## config.mk

```make
export PLATFORM = sky130hd
export DESIGN_NAME = alu_seq_ctrl
export DESIGN_NICKNAME = d
export VERILOG_FILES = /design/src/rtl/alu_seq_ctrl.sv
export SDC_FILE = /design/constraint.sdc
export NUM_CORES = 1
export LEC_CHECK = 0
export ABC_CLOCK_PERIOD_IN_PS = 2800
export CAP_MARGIN = 20
export CELL_PAD_IN_SITES_DETAIL_PLACEMENT = 0
export CELL_PAD_IN_SITES_GLOBAL_PLACEMENT = 1
export CORE_MARGIN = 2
export CORE_UTILIZATION = 38
export CTS_CLUSTER_SIZE = 10
export DETAILED_ROUTE_END_ITERATION = 8
export PLACE_DENSITY_LB_ADDON = 0.2
export RECOVER_POWER = 100
export SYNTH_ARGS = -nofsm -noshare
export SYNTH_HDL_FRONTEND = slang
export SYNTH_SLANG_ARGS = --single-unit
```

## constraint.sdc

```tcl
create_clock -name clk -period 2.8 [get_ports clk]
set_input_delay 0.56 -clock clk [delete_from_list [all_inputs] [get_ports clk]]
set_output_delay 0.56 -clock clk [all_outputs]
set_load 0.03 [all_outputs]
```

## src/rtl/alu_seq_ctrl.sv

```systemverilog
// Button-driven sequencer for the practice ALU: loads operand A, operand B and
// opcode from the switches on successive debounced presses, then latches the result.
module alu_seq_ctrl #(
   parameter int WIDTH      = 4,
   parameter int OPW        = 2,
   parameter int DEB_CYCLES = 16
) (
   input  logic             clk,
   input  logic             nreset,
   input  logic             na,
   input  logic [WIDTH-1:0] sw,
   input  logic [WIDTH-1:0] alu_result,
   input  logic [3:0]       alu_flags,
   output logic [WIDTH-1:0] op_a,
   output logic [WIDTH-1:0] op_b,
   output logic [OPW-1:0]   opcode,
   output logic [1:0]       phase,
   output logic [WIDTH-1:0] result_q,
   output logic [3:0]       flags_q,
   output logic             valid
);

   localparam int CW = $clog2(DEB_CYCLES);
   localparam logic [CW-1:0] CNT_ZERO = CW'(0);
   localparam logic [CW-1:0] CNT_ONE  = CW'(1);
   localparam logic [CW-1:0] CNT_MAX  = CW'(DEB_CYCLES - 1);

   typedef enum logic [1:0] {
      LOAD_A  = 2'd0,
      LOAD_B  = 2'd1,
      LOAD_OP = 2'd2,
      SHOW    = 2'd3
   } state_t;

   logic          sync1_r, sync2_r;
   logic          a_s;
   logic          deb_r;
   logic [CW-1:0] cnt_r;
   logic          press_r;

   state_t        state_r, state_nxt_s;
   logic          load_a_s, load_b_s, load_op_s, clr_valid_s, capture_s;

   logic [WIDTH-1:0] op_a_r, op_b_r, result_r;
   logic [OPW-1:0]   opcode_r;
   logic [3:0]       flags_r;
   logic             valid_r;

   // two-flop synchronizer for the asynchronous pushbutton, idle state is released
   always_ff @(posedge clk or negedge nreset) begin
      if (!nreset) begin
         sync1_r <= 1'b1;
         sync2_r <= 1'b1;
      end else begin
         sync1_r <= na;
         sync2_r <= sync1_r;
      end
   end

   assign a_s = ~sync2_r;

   // debounce filter: a level change is accepted after DEB_CYCLES differing samples
   always_ff @(posedge clk or negedge nreset) begin
      if (!nreset) begin
         deb_r   <= 1'b0;
         cnt_r   <= CNT_ZERO;
         press_r <= 1'b0;
      end else begin
         press_r <= 1'b0;
         if (a_s == deb_r) begin
            cnt_r <= CNT_ZERO;
         end else if (cnt_r == CNT_MAX) begin
            deb_r   <= a_s;
            cnt_r   <= CNT_ZERO;
            press_r <= a_s;
         end else begin
            cnt_r <= cnt_r + CNT_ONE;
         end
      end
   end

   // phase state register
   always_ff @(posedge clk or negedge nreset) begin
      if (!nreset) begin
         state_r <= LOAD_A;
      end else begin
         state_r <= state_nxt_s;
      end
   end

   // next-phase decode and register load strobes
   always_comb begin
      state_nxt_s = state_r;
      load_a_s    = 1'b0;
      load_b_s    = 1'b0;
      load_op_s   = 1'b0;
      clr_valid_s = 1'b0;
      case (state_r)
         LOAD_A: begin
            if (press_r) begin
               load_a_s    = 1'b1;
               state_nxt_s = LOAD_B;
            end else begin
               state_nxt_s = LOAD_A;
            end
         end
         LOAD_B: begin
            if (press_r) begin
               load_b_s    = 1'b1;
               state_nxt_s = LOAD_OP;
            end else begin
               state_nxt_s = LOAD_B;
            end
         end
         LOAD_OP: begin
            if (press_r) begin
               load_op_s   = 1'b1;
               state_nxt_s = SHOW;
            end else begin
               state_nxt_s = LOAD_OP;
            end
         end
         SHOW: begin
            if (press_r) begin
               clr_valid_s = 1'b1;
               state_nxt_s = LOAD_A;
            end else begin
               state_nxt_s = SHOW;
            end
         end
         default: begin
            state_nxt_s = LOAD_A;
         end
      endcase
   end

   // first SHOW cycle gives the ALU one clock to settle on the new opcode
   assign capture_s = (state_r == SHOW) && !valid_r && !press_r;

   // operand, opcode and result registers
   always_ff @(posedge clk or negedge nreset) begin
      if (!nreset) begin
         op_a_r   <= {WIDTH{1'b0}};
         op_b_r   <= {WIDTH{1'b0}};
         opcode_r <= {OPW{1'b0}};
         result_r <= {WIDTH{1'b0}};
         flags_r  <= 4'b0000;
         valid_r  <= 1'b0;
      end else begin
         if (load_a_s) begin
            op_a_r <= sw;
         end
         if (load_b_s) begin
            op_b_r <= sw;
         end
         if (load_op_s) begin
            opcode_r <= sw[OPW-1:0];
         end
         if (clr_valid_s) begin
            valid_r <= 1'b0;
         end else if (capture_s) begin
            result_r <= alu_result;
            flags_r  <= alu_flags;
            valid_r  <= 1'b1;
         end
      end
   end

   assign op_a     = op_a_r;
   assign op_b     = op_b_r;
   assign opcode   = opcode_r;
   assign phase    = state_r;
   assign result_q = result_r;
   assign flags_q  = flags_r;
   assign valid    = valid_r;

endmodule

```

==> results of run 1 <==
[worst min path at each step]
| stage | endpoint | slack [ns] | cells after the start |
|---|---|---|---|
| global route | sync2_r | 0.37 | 0 |
| floorplan | cnt_r[0] | 0.26 | 0 |
| detailed placement | sync2_r | 0.35 | 0 |
| finish | sync2_r | 0.36 | 0 |
| global placement | sync2_r | 0.35 | 0 |
| CTS | sync2_r | 0.36 | 0 |
[cell families after synthesis]
| logic type | synth area share, % |
|---|---|
| buffers and inverters | 1.66 |
| DFF | 64.6 |
| and+or+nand+nor | 8.77 |
| AOI/OAI and AO/OA | 2.22 |
| xor gates and xnor gates | 2.33 |
| adders and majority gates | 1.11 |
| muxes | 19.3 |
[routing by layer]
| metal | up-vias | part of all wire [%] |
|---|---|---|
| li1 | 345 | - |
| met1 | 340 | 38 |
| met2 | 32 | 46 |
| met3 | 5 | 14 |
| met4 | 0 | 2.0 |
| met5 | - | 0 |
[final cells by class]
cell class                      instances  share of cell area [%]
Sequential cell                        29                    47.4
Clock buffer                            8                    3.83
Inverter                                2                   0.489
Timing Repair Buffer                   36                    23.0
Multi-Input combinational cell         43                    22.7
Tap cell                               31                    2.52
[synthesized netlist by cell type, drive strengths merged]
library cell   n  area [sq um]
nor3b          2          20.0
nand2          6          22.5
buf            1          11.3
inv            2          7.51
nand4b         1          8.76
a21oi          2          10.0
nor2           2          7.51
xor2           2          17.5
o21ai          3          15.0
dfstp          2          52.6
mux2          18           218
dfrtp         27           676
or2            1          6.26
ha             1          12.5
nand3b         1          7.51
xnor2          1          8.76
nor3           2          21.3
nand3          1          5.00
[where the power goes]
group,switching (W),internal (W),leakage [nW]
combinational,0.0000272,0.0000296,0.337
sequential,0.00000647,0.000429,0.381
clock,0.000125,0.000124,0.0326
[flip-flops by register name (all words and copies together) (netlist names)]
name / flops
opcode: 2
deb_r: 1
result_q: 4
press_r: 1
op_a: 4
sync2_r: 1
cnt_r: 4
sync1_r: 1
flags_q: 4
valid: 1
op_b: 4
phase: 2
[through the flow]
stage | std cells | setup slack [ns] | hold slack [ns] | total power [W]
after global routing | 149 | 0.408 | 0.375 | 0.000793
after global placement | 141 | 1.12 | 0.347 | 0.000505
after detailed placement | 141 | 1.10 | 0.347 | 0.000507
after floorplan | 75 | 1.28 | 0.264 | 0.000465
final | 149 | 0.733 | 0.362 | 0.000741
after CTS | 149 | 0.750 | 0.359 | 0.000762
==> metrics, run 1 <==
leakage power approximately 0.75 nW; slowest cell on the critical path dlygate4sd3_1; width of the die 58.5 um; outcome completed; half-perimeter wire length after detailed placement 1410 um; count of state elements after synthesis 29; largest driver fanout on the critical path 6; number of slew-limit violations in the final report 0; count of standard-cell rows 19; Setup Skew 0.00972 ns; Setup crit start kind flip-flop; area of the core region 0.00278 sq mm; quantity of hold-fixing buffers added after cts 0; final setup violating endpoints 0; via count normalized by instance count 4.85; Final Hold Viols 0; post-cts sizing count 0; total nets after synthesis 91; Setup TNS Final 0 ns; part of the Yosys area used for sequential elements 64.6%; fraction of layout cells with a size suffix above 1 19.5%; multi-input combinational cell area 349 sq um; max-cap check violation count 0; number of distinct library cells after synthesis 21; Critical Path, Cell by Cell dlygate4sd3_1; maximum root-to-sink buffer count 2; Routed Antenna Nets 0; Peak supply drop 0.000377 V; clock-pin slew on the worst setup and hold paths roughly 0.08 ns; H-tree Lvls 2; number of filler instances in the final layout 270; WP data arrival 1.51 ns; vias in the first global route 756; crit-path max cell delay 0.77 ns; end of the critical path phase[0]; Max Freq 484 MHz; most common cell after layout, fill and taps aside dfrtp_1; min-delay worst type flip-flop to flip-flop; final critical delay including setup and external delays about 2.1 ns; RSZ-0062 raised after global routing false; Detailed Route Iter0 Violations 5; gr usage total 13.2%; required time worst endpoint ~2.2 ns; number of buffers and inverters on the critical path 1; fraction of the cycle the final worst path needs 73.8%; vias after detailed routing 722; count of buffers added by post-CTS timing repair for setup 0; critical path startpoint phase[0]; highest-utilization routing layer at the global route stage met2; global routing usage on met3 under 10%; post-place instance area 0.00151 sq mm; instance count on the critical path 1; Post-Route WL 1860 um; # clock sinks 29; Final Util between 50% and 60%; slew margin rel. 1.13%; number of buffers created by CTS 5; startpoint of the lowest-slack register-to-register path phase[0]; cell type group with the largest total delay on the critical path buffers and inverters; highest-count cells in the layout ignoring fill and taps 27 x dfrtp_1, 23 x dlygate4sd3_1, 16 x mux2_2; summed instance area of the synthesized netlist 0.00113 sq mm; Synthesis Warnings 0; start-to-end type of the worst setup path flip-flop to primary output; cell depth of the worst flop-to-flop path 3; global-route met2 utilization 20.9%; effective utilization at floorplan roughly two fifths; area of all placed cells without fillers between 0.0015 and 0.002 sq mm; root buffer cell clkbuf_4; CP endpoint kind primary output; flop-to-flop setup slack 0.94 ns; Die H 58.5 um; FF/Latch Area ~730 sq um; first-pass GRT wire length about 3200 um; gate count of the mapped netlist 75; TritonCTS clock tree built; actual slew at the worst max-slew pin 1.48 ns; met1 Usage GRT between 10% and 20%; die area 0.00342 sq mm; initial antenna violation count 0; count of unresolved DRC violations after routing 0; WL per Instance 12.5 um; final weighted congestion of routability-driven global placement 0.681; nets@finish approximately 130; antenna cells 0; endpoint of the worst register-to-register path result_q[0]; first-pass iteration count of the detailed router 2; syn_area_per_cell around 15 sq um; I/O Buffers 35; boundary pin count 36; Cell Pwr Density 482 mW/mm^2; total grt overflow 0; Worst-Skew Late Latency 0.32 ns; largest net degree at the start of global routing 30; P&R area growth vs syn 36.3%; origin of the worst min-delay path sync1_r
Note: power is estimated with default switching activity, not from simulation.
==> run 2, diff against run 1 <==
--- a/config.mk
+++ b/config.mk
@@ -5,12 +5,12 @@
 export SDC_FILE = /design/constraint.sdc
 export NUM_CORES = 1
 export LEC_CHECK = 0
-export ABC_CLOCK_PERIOD_IN_PS = 2800
+export ABC_CLOCK_PERIOD_IN_PS = 1700
 export CAP_MARGIN = 20
 export CELL_PAD_IN_SITES_DETAIL_PLACEMENT = 0
 export CELL_PAD_IN_SITES_GLOBAL_PLACEMENT = 1
 export CORE_MARGIN = 2
-export CORE_UTILIZATION = 38
+export CORE_UTILIZATION = 32
 export CTS_CLUSTER_SIZE = 10
 export DETAILED_ROUTE_END_ITERATION = 8
 export PLACE_DENSITY_LB_ADDON = 0.2
==> constraint.sdc (replaced) <==
create_clock -name clk -period 1.7 [get_ports clk]
set_input_delay 0.34 -clock clk [delete_from_list [all_inputs] [get_ports clk]]
set_output_delay 0.34 -clock clk [all_outputs]
set_load 0.03 [all_outputs]
==> run 2 against run 1 <==
Effect of this change:
- via count is 0.97% higher
- core utilization decreased by 8.8 points
- cell area up 1.7%
- worst setup slack got worse by 0.59 ns
- sequential share of layout area down 0.80 points
- combinational power grew 60%
- clock skew rose by 0.0021 ns
- total power is 89% higher
- wire length rose by 4.9%
- die area increased by 17%
==> metrics, run 2 (same netlist as run 1, synthesis figures left out) <==
outcome completed; Peak supply drop 0.000444 V; first-pass iteration count of the detailed router 2; # clock sinks 29; start-to-end type of the worst setup path flip-flop to primary output; gr usage total 12.1%; number of slew-limit violations in the final report 0; clock-pin slew on the worst setup and hold paths 0.10 ns; Setup Skew 0.0118 ns; P&R area growth vs syn 38.6%; number of buffers and inverters on the critical path 1; largest driver fanout on the critical path 6; I/O Buffers 35; half-perimeter wire length after detailed placement 1390 um; nets@finish 133; Worst-Skew Late Latency about 0.33 ns; root buffer cell clkbuf_4; vias after detailed routing about 730; fraction of layout cells with a size suffix above 1 22.9%; die area 0.00401 sq mm; clock share of power 42.3%; number of buffers created by CTS 5; final critical delay including setup and external delays 1.56 ns; count of standard-cell rows 21; sequential share of power 51.2%; initial antenna violation count 0; Die H 63.4 um; slowest cell on the critical path dfrtp_1; quantity of hold-fixing buffers added after cts 0; min-delay worst type flip-flop to flip-flop; Final Hold Viols 0; required time worst endpoint 1.36 ns; maximum root-to-sink buffer count 2; vias in the first global route around 780; max-cap check violation count 0; total grt overflow 0; boundary pin count 36; switching power of the nets 0.000295 W; highest-count cells in the layout ignoring fill and taps 27 x dfrtp_1, 19 x dlygate4sd2_1, 16 x mux2_2; Combinational Power Share around 6.5%; post-cts sizing count 19; Routed Antenna Nets 0; Cell Pwr Density 895 mW/mm^2; CP endpoint kind primary output; most common cell after layout, fill and taps aside dfrtp_1; Detailed Route Iter0 Violations 24; worst setup timing slack at the placement stage roughly 0.22 ns; Setup TNS Final 0 ns; area of the core region 0.00336 sq mm; Sw Ratio 21.1%; Post-Route WL 1960 um; count of unresolved DRC violations after routing 0; count of buffers added by post-CTS timing repair for setup 0; Max Freq around 640 MHz; slew margin rel. 53.4%; fraction of the cycle the final worst path needs just over 90%; WL per Instance 11.9 um; largest net degree at the start of global routing 30; first-pass GRT wire length 3630 um; antenna cells 0; width of the die between 60 and 70 um; final weighted congestion of routability-driven global placement 0.671; via count normalized by instance count between 4 and 5; crit-path max cell delay 0.45 ns; setup slack of the critical path after layout 0.141 ns; actual slew at the worst max-slew pin between 0.6 and 0.7 ns; Setup crit start kind flip-flop; Critical Path, Cell by Cell dlygate4sd2_1; cell type group with the largest total delay on the critical path flip-flops; Final Util 46.5%; leakage power between 0.7 and 0.8 nW; effective utilization at floorplan 33.5%; final setup violating endpoints 0; RSZ-0062 raised after global routing false; H-tree Lvls 2; smallest hold slack 0.356 ns; TritonCTS clock tree built; internal power component about 0.0011 W; WP data arrival 1.22 ns
run 2: cell type report:
class	count	area, sq um
clock buffer	7	55.1
multi-input combinational	43	365
timing repair buffer	36	319
sequential	29	728
clock inverter	1	30.0
inverter	2	7.51
tap	46	57.6
fill	355	1800
run 2: layer usage:
layer	vias to the layer above	GRT usage (%)	wire, um
met5	-	0	0
met4	0	8.97	67
met3	7	5.18	148
met2	26	17.8	925
met1	354	14.0	815
li1	342	-	-
run 2: final timing paths:
| check | from | to | slack, ns | cells after the start |
|---|---|---|---|---|
| max | phase[0] | phase[0] | 0.14 | 1 |
| min | sync1_r | sync2_r | 0.36 | 0 |
| max reg2reg | phase[0] | flags_q[0] | 0.26 | 3 |
| min reg2reg | sync1_r | sync2_r | 0.36 | 0 |
| max in group asynchronous | nreset | cnt_r[1] | 0.66 | 2 |
| min in group asynchronous | nreset | result_q[0] | 0.58 | 2 |
run 2: through the flow:
step,power (W),cells,area [sq um]
6_report,0.00140,164,1560
3_5_place_dp,0.000835,156,1530
4_1_cts,0.00143,164,1590
2_1_floorplan,0.000766,75,1130
3_3_place_gp,0.000834,156,1530
5_1_grt,0.00147,164,1560
run 2: power by group through the flow:
stage / Clock, W / Combinational [W] / Sequential (W)
2_1_floorplan: 0 / 0.0000215 / 0.000744
3_3_place_gp: 0 / 0.000103 / 0.000731
3_5_place_dp: 0 / 0.000103 / 0.000731
4_1_cts: 0.000614 / 0.0000986 / 0.000718
5_1_grt: 0.000646 / 0.000102 / 0.000720
6_report: 0.000591 / 0.0000909 / 0.000716
==> run 3, diff against run 2 <==
--- a/config.mk
+++ b/config.mk
@@ -11,9 +11,10 @@
 export CELL_PAD_IN_SITES_GLOBAL_PLACEMENT = 1
 export CORE_MARGIN = 2
 export CORE_UTILIZATION = 32
+export CTS_CLUSTER_DIAMETER = 50
 export CTS_CLUSTER_SIZE = 10
 export DETAILED_ROUTE_END_ITERATION = 8
-export PLACE_DENSITY_LB_ADDON = 0.2
+export PLACE_DENSITY_LB_ADDON = 0.1
 export RECOVER_POWER = 100
 export SYNTH_ARGS = -nofsm -noshare
 export SYNTH_HDL_FRONTEND = slang
==> run 3 against run 2 <==
Effect of this change:
- via count shrank 0.82%
- worst setup slack gained 0.026 ns
- largest power group unchanged
- wire length shrank 0.87%
- critical path type unchanged
- total power shrank 8.7%
- register-to-register slack is essentially flat
==> metrics, run 3 (same netlist as run 1, synthesis figures left out) <==
vias after detailed routing 723; most common cell after layout, fill and taps aside dfrtp_1; wire length on met1 804 um; end point of the most critical hold path sync2_r; number of slew-limit violations in the final report 0; antenna cells 0; critical path startpoint phase[0]; Detailed Route Iter0 Violations 31; number of buffers created by CTS 5; slowest cell on the critical path dfrtp_1; required time worst endpoint ~1.4 ns; Setup Skew 0.00941 ns; count of standard-cell rows 21; boundary pin count 36; post-place instance area 0.00153 sq mm; crit-path max cell delay 0.45 ns; final weighted congestion of routability-driven global placement 0.666; TritonCTS clock tree built; RSZ-0062 raised after global routing false; half-perimeter wire length after detailed placement 1430 um; met2 routed WL 905 um; max-cap check violation count 0; WL per Instance 11.8 um; fraction of the cycle the final worst path needs 90.2%; Max Freq 652 MHz; root buffer cell clkbuf_4; startpoint of the lowest-slack register-to-register path phase[0]; origin of the worst min-delay path sync1_r; quantity of hold-fixing buffers added after cts 0; fraction of layout cells with a size suffix above 1 22.9%; count of unresolved DRC violations after routing 0; maximum root-to-sink buffer count 2; instance count along the most critical hold path 0; area of the core region 0.00336 sq mm; # placed instances 156; Critical Path, Cell by Cell dlygate4sd2_1; start-to-end type of the worst setup path flip-flop to primary output; # clock sinks 29; Post-Route WL 1940 um; final setup violating endpoints 0; actual slew at the worst max-slew pin 0.709 ns; number of buffers and inverters on the critical path 1; die area 0.00401 sq mm; highest metal used met4; Peak supply drop 0.000323 V; Worst-Skew Late Latency 0.32 ns; vias in the first global route roughly 770; outcome completed; H-tree Lvls 2; post-route insts no fill around 160; endpoint of the worst register-to-register path result_q[2]; Final Hold Viols 0; Routed Antenna Nets 0; I/O Buffers 35; gr usage total 11.6%; width of the die 63.4 um; count of buffers added by post-CTS timing repair for setup 0; slew margin rel. 52.7%; via count normalized by instance count 4.41; first-pass GRT wire length 3440 um; cell type group with the largest total delay on the critical path flip-flops; cell depth of the worst flop-to-flop path 3; flop-to-flop setup slack 0.26 ns; P&R area growth vs syn 36.8%; largest net degree at the start of global routing 30; initial antenna violation count 0; amount of wire on met3 after detailed routing between 150 and 200 um; area of all placed cells without fillers 0.00154 sq mm; nets@finish 133; highest-count cells in the layout ignoring fill and taps 27 x dfrtp_1, 18 x dlygate4sd2_1, 15 x mux2_2; smallest hold slack about 0.36 ns; total grt overflow 0; final critical delay including setup and external delays 1.53 ns; WP data arrival 1.19 ns; Cell Pwr Density 828 mW/mm^2; Setup crit start kind flip-flop; Die H 63.4 um; largest driver fanout on the critical path 6; clock-pin slew on the worst setup and hold paths 0.09 ns; Setup TNS Final 0 ns; first-pass iteration count of the detailed router 4; CP endpoint kind primary output; min-delay worst type flip-flop to flip-flop; effective utilization at floorplan 33.5%; leakage power about 0.77 nW
==> run 3: cell count changes in the layout (fill, tap and decap cells not counted) <==
cell           before  now
clkinv_2            0    1
dlygate4sd2_1      19   18
clkbuf_8            1    2
bufinv_16           1    0
mux2_1              2    3
mux2_2             16   15
==> run 3: layout make-up <==
type,instances,area [sq um]
tap,46,57.6
multi-input combinational,43,365
timing repair buffer,36,314
fill,345,1820
clock inverter,1,5.00
inverter,2,7.51
sequential,29,728
clock buffer,7,65.1
==> run 3: how the worst max path moves through the flow <==
stage | to | slack, ns | depth (start not counted)
after global routing | phase[1] | 0.09 | 1
after floorplan | flags_q[0] | 0.18 | 3
final | phase[0] | 0.17 | 1
after global placement | phase[0] | 0.25 | 1
after CTS | result_q[2] | 0.001 | 1
after detailed placement | phase[0] | 0.23 | 1
==> run 3: stage by stage <==
step	setup WS (ns)	util (%)	power (W)
2_1_floorplan	0.177	-	0.000766
4_1_cts	0.00124	46.9	0.00131
3_5_place_dp	0.232	45.5	0.000835
3_3_place_gp	0.248	45.5	0.000833
6_report	0.167	45.9	0.00128
5_1_grt	0.0888	45.9	0.00135
==> run 3: power by group <==
part	internal (W)	switching [W]	leakage, nW
sequential	0.000706	0.00000993	0.381
combinational	0.0000460	0.0000448	0.349
clock	0.000239	0.000231	0.0413
total	0.000991	0.000286	0.771
==> run 3: what timing repair did <==
action | 4_1_cts | 5_1_grt
pin swaps | 0 | 0
resized for setup | 18 | 3
endpoints found under the hold margin | 0 | 0
endpoints found under the setup margin | 18 | 3
==> run 3: per-layer routing <==
layer | vias to the layer above | track usage (%)
li1 | 346 | -
met1 | 346 | 12.1
met2 | 26 | 18.2
met3 | 5 | 5.00
met4 | 0 | 8.97
met5 | - | 0
